<file path="config.mk">
export PLATFORM = sky130hd
export DESIGN_NAME = ser_frame_tx
export DESIGN_NICKNAME = d
export VERILOG_FILES = /design/src/rtl/ser_frame_tx.sv
export SDC_FILE = /design/constraint.sdc
export NUM_CORES = 1
export LEC_CHECK = 0
export BUFFER_PORTS_ARGS = -buffer_cell sky130_fd_sc_hd__buf_2
export CORE_MARGIN = 2
export CORE_UTILIZATION = 54
export DETAILED_ROUTE_END_ITERATION = 8
export GPL_ROUTABILITY_DRIVEN = 0
export GPL_TIMING_DRIVEN = 0
export PLACE_DENSITY = 0.76
export SLEW_MARGIN = 5
export SYNTH_ARGS = -nofsm -noshare
export SYNTH_HDL_FRONTEND = slang
export SYNTH_SLANG_ARGS = --single-unit
</file>
<file path="constraint.sdc">
create_clock -name clk -period 1.6 [get_ports clk]
set_input_delay 0.4 -clock clk [delete_from_list [all_inputs] [get_ports clk]]
set_output_delay 0.4 -clock clk [all_outputs]
set_load 0.005 [all_outputs]
</file>
<file path="src/rtl/ser_frame_tx.sv">
// ser_frame_tx: MSB-first parallel-to-serial framer with a one-word hold register; `define SER_PARITY_EN appends an even-parity bit
module ser_frame_tx #(
    parameter int   WIDTH    = 8,
    parameter logic IDLE_BIT = 1'b0
) (
    input  logic             clk,
    input  logic             reset,
    input  logic [WIDTH-1:0] data_in,
    input  logic             data_valid,
    output logic             data_ready,
    output logic             out_bit,
    output logic             out_valid,
    output logic             frame_done,
    output logic             busy
);
    localparam int CW = $clog2(WIDTH + 1);
`ifdef SER_PARITY_EN
    localparam logic [CW-1:0] LAST = CW'(WIDTH);
`else
    localparam logic [CW-1:0] LAST = CW'(WIDTH - 1);
`endif

    typedef enum logic {IDLE, SHIFT} state_t;

    state_t           state, state_n;
    logic [WIDTH-1:0] shift_reg, shift_n, hold_reg, hold_n;
    logic [CW-1:0]    bit_cnt, cnt_n;
    logic             hold_full, full_n, accept, last;
`ifdef SER_PARITY_EN
    logic             par_reg, par_n;
`endif

    assign data_ready = reset & ~hold_full;
    assign accept     = data_valid & data_ready;
    assign last       = (state == SHIFT) && (bit_cnt == LAST);
    assign out_valid  = (state == SHIFT);
    assign frame_done = last;
    assign busy       = (state == SHIFT) | hold_full;
`ifdef SER_PARITY_EN
    assign out_bit    = (state == SHIFT) ? (last ? par_reg : shift_reg[WIDTH-1]) : IDLE_BIT;
`else
    assign out_bit    = (state == SHIFT) ? shift_reg[WIDTH-1] : IDLE_BIT;
`endif

    // Next state: shift within a frame, chain held or bypassed words at the frame end
    always_comb begin
        state_n = state;
        shift_n = shift_reg;
        hold_n  = hold_reg;
        cnt_n   = bit_cnt;
        full_n  = hold_full;
`ifdef SER_PARITY_EN
        par_n   = par_reg;
`endif
        if (state == SHIFT) begin
            if (!last) begin
                shift_n = {shift_reg[WIDTH-2:0], 1'b0};
                cnt_n   = bit_cnt + CW'(1);
            end else if (hold_full) begin
                shift_n = hold_reg;
                full_n  = 1'b0;
                cnt_n   = '0;
`ifdef SER_PARITY_EN
                par_n   = ^hold_reg;
`endif
            end else begin
                state_n = IDLE;
                cnt_n   = '0;
            end
        end
        if (accept) begin
            if (state == IDLE || last) begin
                shift_n = data_in;
                cnt_n   = '0;
                state_n = SHIFT;
`ifdef SER_PARITY_EN
                par_n   = ^data_in;
`endif
            end else begin
                hold_n = data_in;
                full_n = 1'b1;
            end
        end
    end

    // State register; reset drops any in-flight or held word
    always_ff @(posedge clk) begin
        if (!reset) begin
            state     <= IDLE;
            shift_reg <= '0;
            hold_reg  <= '0;
            bit_cnt   <= '0;
            hold_full <= 1'b0;
`ifdef SER_PARITY_EN
            par_reg   <= 1'b0;
`endif
        end else begin
            state     <= state_n;
            shift_reg <= shift_n;
            hold_reg  <= hold_n;
            bit_cnt   <= cnt_n;
            hold_full <= full_n;
`ifdef SER_PARITY_EN
            par_reg   <= par_n;
`endif
        end
    end
endmodule

</file>
==> impl_metrics.csv, run 1 <==
group,metric,value,unit
yosys,synth.distinct_cells,33,
layout,layout.nets,159,
critical_path,cpLargestDelayFamily,"flip-flops",
critical_path,cp-start-kind,"register",
floorplanning,die_w,47.8,µm
layout,syn_to_final_growth,23.9,%
layout,diodes,0,
pwr,vdd_drop_max,646,µV
floorplanning,rows,15,
routing,viasPerCell,5.94,
layout,final_cell_area,1280,µm²
placement,dp_cells,161,
timing,slew_viol_final,0,
hold_path,hold_depth,3,
hold_path,worstHoldEndpoint,"hold_reg[4]$_SDFFE_PN0P_",
yosys,syn_area,1040,µm²
global_route,first_global_vias,911,
yosys,syn_area_per_cell,8.57,µm²
placement,portBuffers,15,
cts,cts-root-buf,"clkbuf_4",
routing,drc,0,
yosys,async_reset_ff_share,0,%
pwr,power.density,849,nW/µm²
routing,top_layer,"met4",
yosys,yosys_warnings,0,
critical_path,r2r_setup_slack,0.10,ns
cts,cts.sinks,22,
cts,cts_tree,"done",
floorplanning,core,1760,µm²
global_route,grt_pass1_wl,4110,µm
pwr,pwr-share-comb,16.9,%
pwr,power.leakage,0.517,nW
layout,layout_commonest_cell,"dfxtp_1",
critical_path,cp_cell_sequence,"ha_4 > nand3b_4 > nor2_4 > buf_2",
placement,place_area,1140,µm²
yosys,synth_edf_count,0,
critical_path,crit_fanout,3,
routing,dr_wl_met3,175,µm
floorplanning,initial_core_util,58.8,%
critical_path,path_buf_inv,1,
cts,numCtsBuffers,3,
global_route,grt_max_degree,13,
critical_path,cp-end-kind,"output port",
routing,wire_per_inst,15.4,µm
floorplanning,die_area,2290,µm²
cts,htreeDepth,1,
critical_path,cp.required,1.20,ns
global_route,track_usage,25.8,%
critical_path,crit_type,"reg -> out",
pwr,clockPowerShare,28.6,%
critical_path,rr_endpoint,"shift_reg[6]$_SDFF_PN0_",
hold_path,worstHoldStart,"data_in[4]",
pwr,switching_power,299,µW
cts,clockBufferDepth,2,
timing,hold_violations,0,
yosys,seq_area_frac_synth,42.5,%
pwr,seqPwrFrac,54.5,%
routing,vias,1015,
critical_path,cpMaxStageDelayCell,"dfxtp_4",
yosys,synth_ff_type,"dfxtp_1",
routing,drt-initial-drc-count,31,
yosys,synthCells,121,
timing,fin_crit,1.58,ns
critical_path,rr_startpoint,"bit_cnt[1]$_SDFF_PN0_",
layout,fin_cells,171,
run_status,status,"complete, no violations",
routing,drt-met1-wl,1120,µm
global_route,grt_overflow_total,0,
routing,firstDrtPassIters,4,
floorplanning,die_h,47.8,µm
layout,drive_gt1_share,32.2,%
timing,fin_worst_skew,0.00205,ns
critical_path,cp_data_arrival_time,1.18,ns
timing,setup_viol,0,
cts,cts_hold_buf,0,
yosys,syn-num-nets,133,
pwr,p_sw_share,27.4,%
floorplanning,top_level_ports,16,
routing,finalWirelength,2630,µm
timing,relSlewSlack,71.0,%
timing,setup_tns,0,ns
timing,fin_crit_sh,98.5,%
critical_path,crit_path_max_incr_delay,0.39,ns
routing,ant_nets,0,
global_route,grt_antenna_before_repair,0,
cts,clk_latency,0.31,ns
timing,rsz0062_at_grt,"yes",
routing,dr_wl_met2,1300,µm
pwr,total_power,1.09,mW
critical_path,r2r_cells,7,
timing,max_freq,0.635,GHz
run,cap_violations,0,
placement,dp_hpwl,1680,µm
yosys,ys_seq_elements,22,
pwr,p_int,792,µW
layout,fill_cells,159,
layout,postLayoutCoreUtil,72.8,%
hold_path,hold_path.class,"in -> reg",
timing,worst_pin_slew,0.433,ns
layout,final_cell_mix,"dfxtp_1 (19), a21oi_1 (18), buf_2 (17)",
cts,cts.clk_slew.worst_paths,0.12,ns
[synth_stat cells, types with 2 or more instances]
cell	count	area, µm²
a21oi_1	18	90.1
o31ai_1	5	37.5
nand3b_1	2	15.0
a22oi_1	6	45.0
buf_2	5	25.0
o21ai_0	7	35.0
inv_1	2	7.51
buf_6	2	22.5
nor2_1	8	30.0
dfxtp_1	22	440
nand2_1	13	48.8
nand3_1	10	50.1
[cell families (layout without fill, tap and decap cells)]
group,Yosys count,in the layout,synth area share (%)
adder cells (fa/ha/maj),1,1,1.21
AO/OA/AOI/OAI,44,44,27.4
flip-flops,22,22,42.5
buffers and inverters,11,36,6.03
XOR/XNOR,2,2,1.69
AND/OR/NAND/NOR,41,41,21.2
[per-layer routing]
layer,GRT usage [%],up-vias
met5,0,-
met4,6.49,0
met3,4.53,5
met2,43.2,36
met1,34.3,482
li1,-,492
[how the worst max path moves through the flow]
stage,startpoint,endpoint,cells past startpoint
floorplan,reset,data_ready,4
global placement,reset,data_ready,6
detailed placement,reset,data_ready,6
CTS,bit_cnt[0]$_SDFF_PN0_,frame_done,4
global route,bit_cnt[1]$_SDFF_PN0_,frame_done,4
finish,bit_cnt[1]$_SDFF_PN0_,frame_done,4
[tightest hold or removal path, cell delays in order]
cell     delay, ns
buf_2         0.11
nand3_1       0.06
a21oi_1       0.05
[final cells by class]
class / count / area, µm² / area share [%]
multi-input cells: 88 / 562 / 43.7
flip-flops and latches: 22 / 449 / 35.0
repair buffers: 21 / 120 / 9.35
plain buffers: 8 / 72.6 / 5.65
clock buffers: 4 / 36.3 / 2.82
well taps: 25 / 31.3 / 2.43
inverters: 3 / 13.8 / 1.07
[power groups by stage]
| stage | Combinational [mW] | Clock (mW) | Sequential, mW |
|---|---|---|---|
| 6_report | 0.184 | 0.313 | 0.595 |
| 4_1_cts | 0.173 | 0.309 | 0.595 |
| 3_3_place_gp | 0.160 | 0 | 0.603 |
| 2_1_floorplan | 0.113 | 0 | 0.600 |
| 5_1_grt | 0.200 | 0.327 | 0.597 |
| 3_5_place_dp | 0.164 | 0 | 0.604 |
[per-stage QoR]
step	hold slack, ns	setup WS (ns)
after CTS	0.339	0.0165
after floorplan	0.436	0.165
after detailed placement	0.453	-0.292
final	0.336	0.0244
after global routing	0.351	-0.0182
after global placement	0.443	-0.263
[repair_timing]
| action | 4_1_cts | 5_1_grt |
|---|---|---|
| setup buffers | 4 | 2 |
| endpoints found under the setup margin | 2 | 10 |
| resized for setup | 12 | 7 |
| pin swaps | 0 | 2 |
Power figures use the tool's default switching activity.
==> run 2, diff against run 1 <==
--- a/config.mk
+++ b/config.mk
@@ -6,12 +6,14 @@
 export NUM_CORES = 1
 export LEC_CHECK = 0
 export BUFFER_PORTS_ARGS = -buffer_cell sky130_fd_sc_hd__buf_2
+export CELL_PAD_IN_SITES_DETAIL_PLACEMENT = 0
+export CELL_PAD_IN_SITES_GLOBAL_PLACEMENT = 2
 export CORE_MARGIN = 2
-export CORE_UTILIZATION = 54
+export CORE_UTILIZATION = 32
 export DETAILED_ROUTE_END_ITERATION = 8
 export GPL_ROUTABILITY_DRIVEN = 0
 export GPL_TIMING_DRIVEN = 0
-export PLACE_DENSITY = 0.76
+export PLACE_DENSITY_LB_ADDON = 0.1
 export SLEW_MARGIN = 5
 export SYNTH_ARGS = -nofsm -noshare
 export SYNTH_HDL_FRONTEND = slang
==> impl_metrics.csv, run 2 (synthesis gave the netlist of run 1 again) <==
group,metric,value,unit
layout,fill_cells,339,
global_route,first_global_vias,934,
timing,fin_crit,1.57,ns
global_route,grt_overflow_total,0,
layout,layout.nets,157,
critical_path,rr_endpoint,"shift_reg[6]$_SDFF_PN0_",
cts,cts-root-buf,"clkbuf_4",
timing,worst_pin_slew,0.329,ns
layout,regArea,448,µm²
cts,cts_hold_buf,0,
critical_path,cpLargestDelayFamily,"flip-flops",
floorplanning,core,3080,µm²
layout,multi_input_area,578,µm²
cts,clk_latency,0.31,ns
timing,worst_slack,0.0269,ns
placement,dp_hpwl,1810,µm
pwr,vdd_drop_max,274,µV
placement,place_area,1170,µm²
routing,viasPerCell,5.28,
global_route,grt_max_degree,12,
floorplanning,die_w,60.9,µm
hold_path,hold_depth,3,
critical_path,crit_fanout,3,
cts,cts_tree,"done",
critical_path,r2r_cells,7,
layout,final_cell_area,1290,µm²
critical_path,cp_cell_sequence,"ha_4 > nand3b_4 > nor2_4 > buf_2",
routing,firstDrtPassIters,4,
critical_path,rr_startpoint,"bit_cnt[1]$_SDFF_PN0_",
floorplanning,rows,20,
timing,hold_violations,0,
critical_path,crit_path_max_incr_delay,0.38,ns
critical_path,path_buf_inv,1,
routing,finalWirelength,2730,µm
routing,wire_per_inst,14.6,µm
timing,fin_crit_sh,98.3,%
cts,clockBufferDepth,2,
critical_path,crit_type,"reg -> out",
cts,cts.sinks,22,
cts,cts.clk_slew.worst_paths,0.12,ns
layout,final_cell_mix,"a21oi_1 (18), dfxtp_1 (18), buf_2 (16)",
cts,htreeDepth,1,
hold_path,worstHoldEndpoint,"hold_reg[4]$_SDFFE_PN0P_",
timing,rsz0062_at_grt,"yes",
routing,vias,988,
critical_path,cp_data_arrival_time,1.17,ns
timing,slew_viol_final,0,
hold_path,hold_path.class,"in -> reg",
critical_path,cpMaxStageDelayCell,"dfxtp_2",
global_route,grt_antenna_before_repair,0,
floorplanning,die_area,3710,µm²
routing,drt-initial-drc-count,47,
routing,drc,0,
global_route,grt_pass1_wl,4510,µm
floorplanning,initial_core_util,33.7,%
timing,setup_viol,0,
placement,portBuffers,15,
floorplanning,die_h,60.9,µm
layout,diodes,0,
layout,drive_gt1_share,32.2,%
placement,dp_cells,180,
critical_path,cp-end-kind,"output port",
timing,max_freq,0.636,GHz
cts,numCtsBuffers,3,
timing,relSlewSlack,78.0,%
routing,ant_nets,0,
hold_path,worstHoldStart,"data_in[4]",
layout,syn_to_final_growth,24.5,%
critical_path,r2r_setup_slack,0.08,ns
timing,fin_worst_skew,0.00476,ns
run_status,status,"complete, no violations",
critical_path,cp.required,1.20,ns
floorplanning,top_level_ports,16,
run,cap_violations,0,
placement,dp_worst_setup_slack,-0.345,ns
pwr,power.leakage,0.514,nW
layout,fin_cells,187,
critical_path,cp-start-kind,"register",
pwr,power.density,807,nW/µm²
global_route,track_usage,16.7,%
==> run 2: metal layers <==
layer  vias up  wire length [µm]  GRT usage (%)
met4         0                28           7.14
met1       471              1320           23.1
li1        495                 -              -
met2        18              1290           26.1
met5         -                 0              0
met3         4                87           1.92
==> run 2: repair_timing <==
action	4_1_cts	5_1_grt
setup buffers	3	2
endpoints found under the setup margin	5	13
gates resized for setup	13	8
pin swaps	0	2
==> run 2: stage by stage <==
step | setup TNS [ns] | power, mW | util, % | hold WS [ns]
final | 0 | 1.04 | 42.0 | 0.333
after global routing | -0.0552 | 1.10 | 42.0 | 0.328
after CTS | 0 | 1.04 | 40.5 | 0.333
after detailed placement | -0.356 | 0.774 | 37.9 | 0.454
after global placement | -0.361 | 0.773 | 37.9 | 0.445
after floorplan | 0 | 0.713 | - | 0.436
==> run 2: worst max-delay path by stage <==
stage                                      from         end  slack, ns  cells past startpoint
final                     bit_cnt[1]$_SDFF_PN0_  frame_done       0.03                      4
after global routing      bit_cnt[1]$_SDFF_PN0_  frame_done      -0.04                      4
after CTS                 bit_cnt[1]$_SDFF_PN0_  frame_done      0.006                      4
after detailed placement                  reset  data_ready      -0.34                      6
after global placement                    reset  data_ready      -0.36                      6
after floorplan                           reset  data_ready       0.16                      4
==> run 2: power breakdown <==
part | switching [mW] | internal, mW
logic | 0.109 | 0.0773
registers | 0.0187 | 0.576
clock network | 0.172 | 0.0881
==> run 2: final cells by class <==
cell class	instances	share of cell area, %
Timing Repair Buffer	20	8.91
Buffer	7	4.55
Clock buffer	3	1.74
Multi-Input combinational cell	88	44.8
Sequential cell	22	34.7
Tap cell	44	4.26
Inverter	3	1.07
==> run 2: tightest hold or removal path: stages <==
cell,delay (ns)
buf_2,0.10
nand3_1,0.06
a21oi_1,0.05
==> run 3, diff against run 2 <==
--- a/config.mk
+++ b/config.mk
@@ -14,6 +14,7 @@
 export GPL_ROUTABILITY_DRIVEN = 0
 export GPL_TIMING_DRIVEN = 0
 export PLACE_DENSITY_LB_ADDON = 0.1
+export REMOVE_ABC_BUFFERS = 1
 export SLEW_MARGIN = 5
 export SYNTH_ARGS = -nofsm -noshare
 export SYNTH_HDL_FRONTEND = slang
==> impl_metrics.csv, run 3 (synthesis gave the netlist of run 1 again) <==
group,metric,value,unit
run_status,status,"finished with violations",
run_status,violations,"setup timing",
global_route,grt_overflow_total,0,
global_route,first_global_vias,891,
critical_path,worstSetupStartpoint,"bit_cnt[1]$_SDFF_PN0_",
cts,cts-root-buf,"clkbuf_4",
pwr,power.leakage,0.519,nW
routing,firstDrtPassIters,4,
timing,hold_violations,0,
global_route,grt_pass1_wl,4370,µm
placement,dp_hpwl,1670,µm
routing,finalWirelength,2810,µm
routing,wire_per_inst,15.0,µm
timing,worst_pin_slew,0.417,ns
critical_path,cp.required,1.20,ns
global_route,grt_antenna_before_repair,0,
layout,drive_gt1_share,35.7,%
layout,postLayoutCoreUtil,43.3,%
routing,drc,0,
cts,numCtsBuffers,3,
floorplanning,die_area,3710,µm²
floorplanning,die_h,60.9,µm
cts,clk_latency,0.32,ns
placement,portBuffers,15,
global_route,grt_max_degree,22,
cts,cts.clk_slew.worst_paths,0.14,ns
layout,layout_commonest_cell,"dfxtp_1",
cts,clockBufferDepth,2,
routing,viasPerCell,5.24,
critical_path,crit_type,"reg -> out",
cts,cts_hold_buf,0,
pwr,total_power,1.22,mW
cts,cts.sinks,22,
floorplanning,top_level_ports,16,
hold_path,hold_path.class,"in -> reg",
timing,fin_crit_sh,101,%
timing,relSlewSlack,72.2,%
critical_path,cp_data_arrival_time,1.22,ns
floorplanning,initial_core_util,33.7,%
pwr,power.density,914,nW/µm²
floorplanning,die_w,60.9,µm
layout,final_cell_mix,"dfxtp_1 (18), a21oi_1 (16), buf_2 (15)",
timing,rsz0062_at_grt,"yes",
routing,drt-initial-drc-count,44,
layout,layout.nets,156,
critical_path,cp-end-kind,"output port",
layout,syn_to_final_growth,28.5,%
critical_path,rr_startpoint,"bit_cnt[1]$_SDFF_PN0_",
run,cap_violations,0,
global_route,track_usage,16.5,%
cts,cts_tree,"done",
layout,diodes,0,
pwr,vdd_drop_max,300,µV
hold_path,worstHoldStart,"data_in[4]",
routing,vias,980,
timing,setup_viol,1,
critical_path,cp-start-kind,"register",
floorplanning,core,3080,µm²
layout,fill_cells,334,
timing,worst_slack,-0.0231,ns
timing,fin_crit,1.62,ns
floorplanning,rows,20,
timing,max_freq,0.616,GHz
critical_path,crit_fanout,4,
timing,fin_worst_skew,0.00677,ns
timing,slew_viol_final,0,
routing,ant_nets,0,
cts,htreeDepth,1,
run 3: changes by cell type in the layout (fill, tap and decap cells not counted), moves of 2 or more:
cell / previous run / this run
a21oi_1: 18 / 16
a21oi_2: 0 / 2
a22oi_2: 0 / 2
buf_4: 7 / 10
a22oi_1: 6 / 4
dfxtp_4: 1 / 3
dfxtp_2: 3 / 1
buf_6: 3 / 0
run 3: final timing paths:
kind | end | slack [ns] | depth (start not counted)
hold reg to reg | hold_reg[5]$_SDFFE_PN0P_ | 0.46 | 2
setup reg to reg | shift_reg[7]$_SDFF_PN0_ | 0 | 7
setup / recovery | frame_done | -0.02 | 4
hold / removal | hold_reg[4]$_SDFFE_PN0P_ | 0.32 | 3
run 3: critical path: stages (launching register included):
cell and delay (ns):
dfxtp_4 0.39, ha_4 0.14, nand3b_4 0.11, nor2_4 0.14, buf_2 0.12
run 3: power breakdown:
part           switching [mW]  internal [mW]  total [mW]
sequential             0.0256          0.575       0.601
clock                   0.194          0.253       0.447
combinational           0.101         0.0682       0.170
total                   0.321          0.897        1.22
run 3: routing by layer:
metal / track usage (%) / vias up / part of all wire, %
li1: - / 484 / -
met1: 21.4 / 476 / 49
met2: 27.3 / 16 / 48
met3: 2.56 / 4 / 2.8
met4: 6.52 / 0 / 0.89
met5: 0 / - / 0
run 3: layout make-up:
type                    instances  area (µm²)  area share (%)
clock buffers                   3        22.5            1.69
clock inverters                 1        30.0            2.25
inverters                       3        17.5            1.31
multi-input cells              88         584            43.8
flip-flops and latches         22         453            34.0
well taps                      44        55.1            4.13
repair buffers                 26         170            12.8
run 3: per-stage QoR:
| stage | instances | hold slack [ns] | setup TNS (ns) | setup WS [ns] | area (µm²) |
|---|---|---|---|---|---|
| 2_1_floorplan | 113 | 0.436 | 0 | 0.265 | 986 |
| 3_3_place_gp | 172 | 0.443 | -4.06 | -0.377 | 1120 |
| 3_5_place_dp | 172 | 0.446 | -3.69 | -0.340 | 1120 |
| 4_1_cts | 179 | 0.310 | -0.0459 | -0.0459 | 1230 |
| 5_1_grt | 187 | 0.307 | -0.220 | -0.0866 | 1330 |
| 6_report | 187 | 0.318 | -0.0231 | -0.0231 | 1330 |
run 3: what timing repair did:
item / 4_1_cts / 5_1_grt
setup endpoints to repair: 15 / 11
pin swaps: 0 / 3
gates resized for setup: 12 / 9
setup buffers: 3 / 8
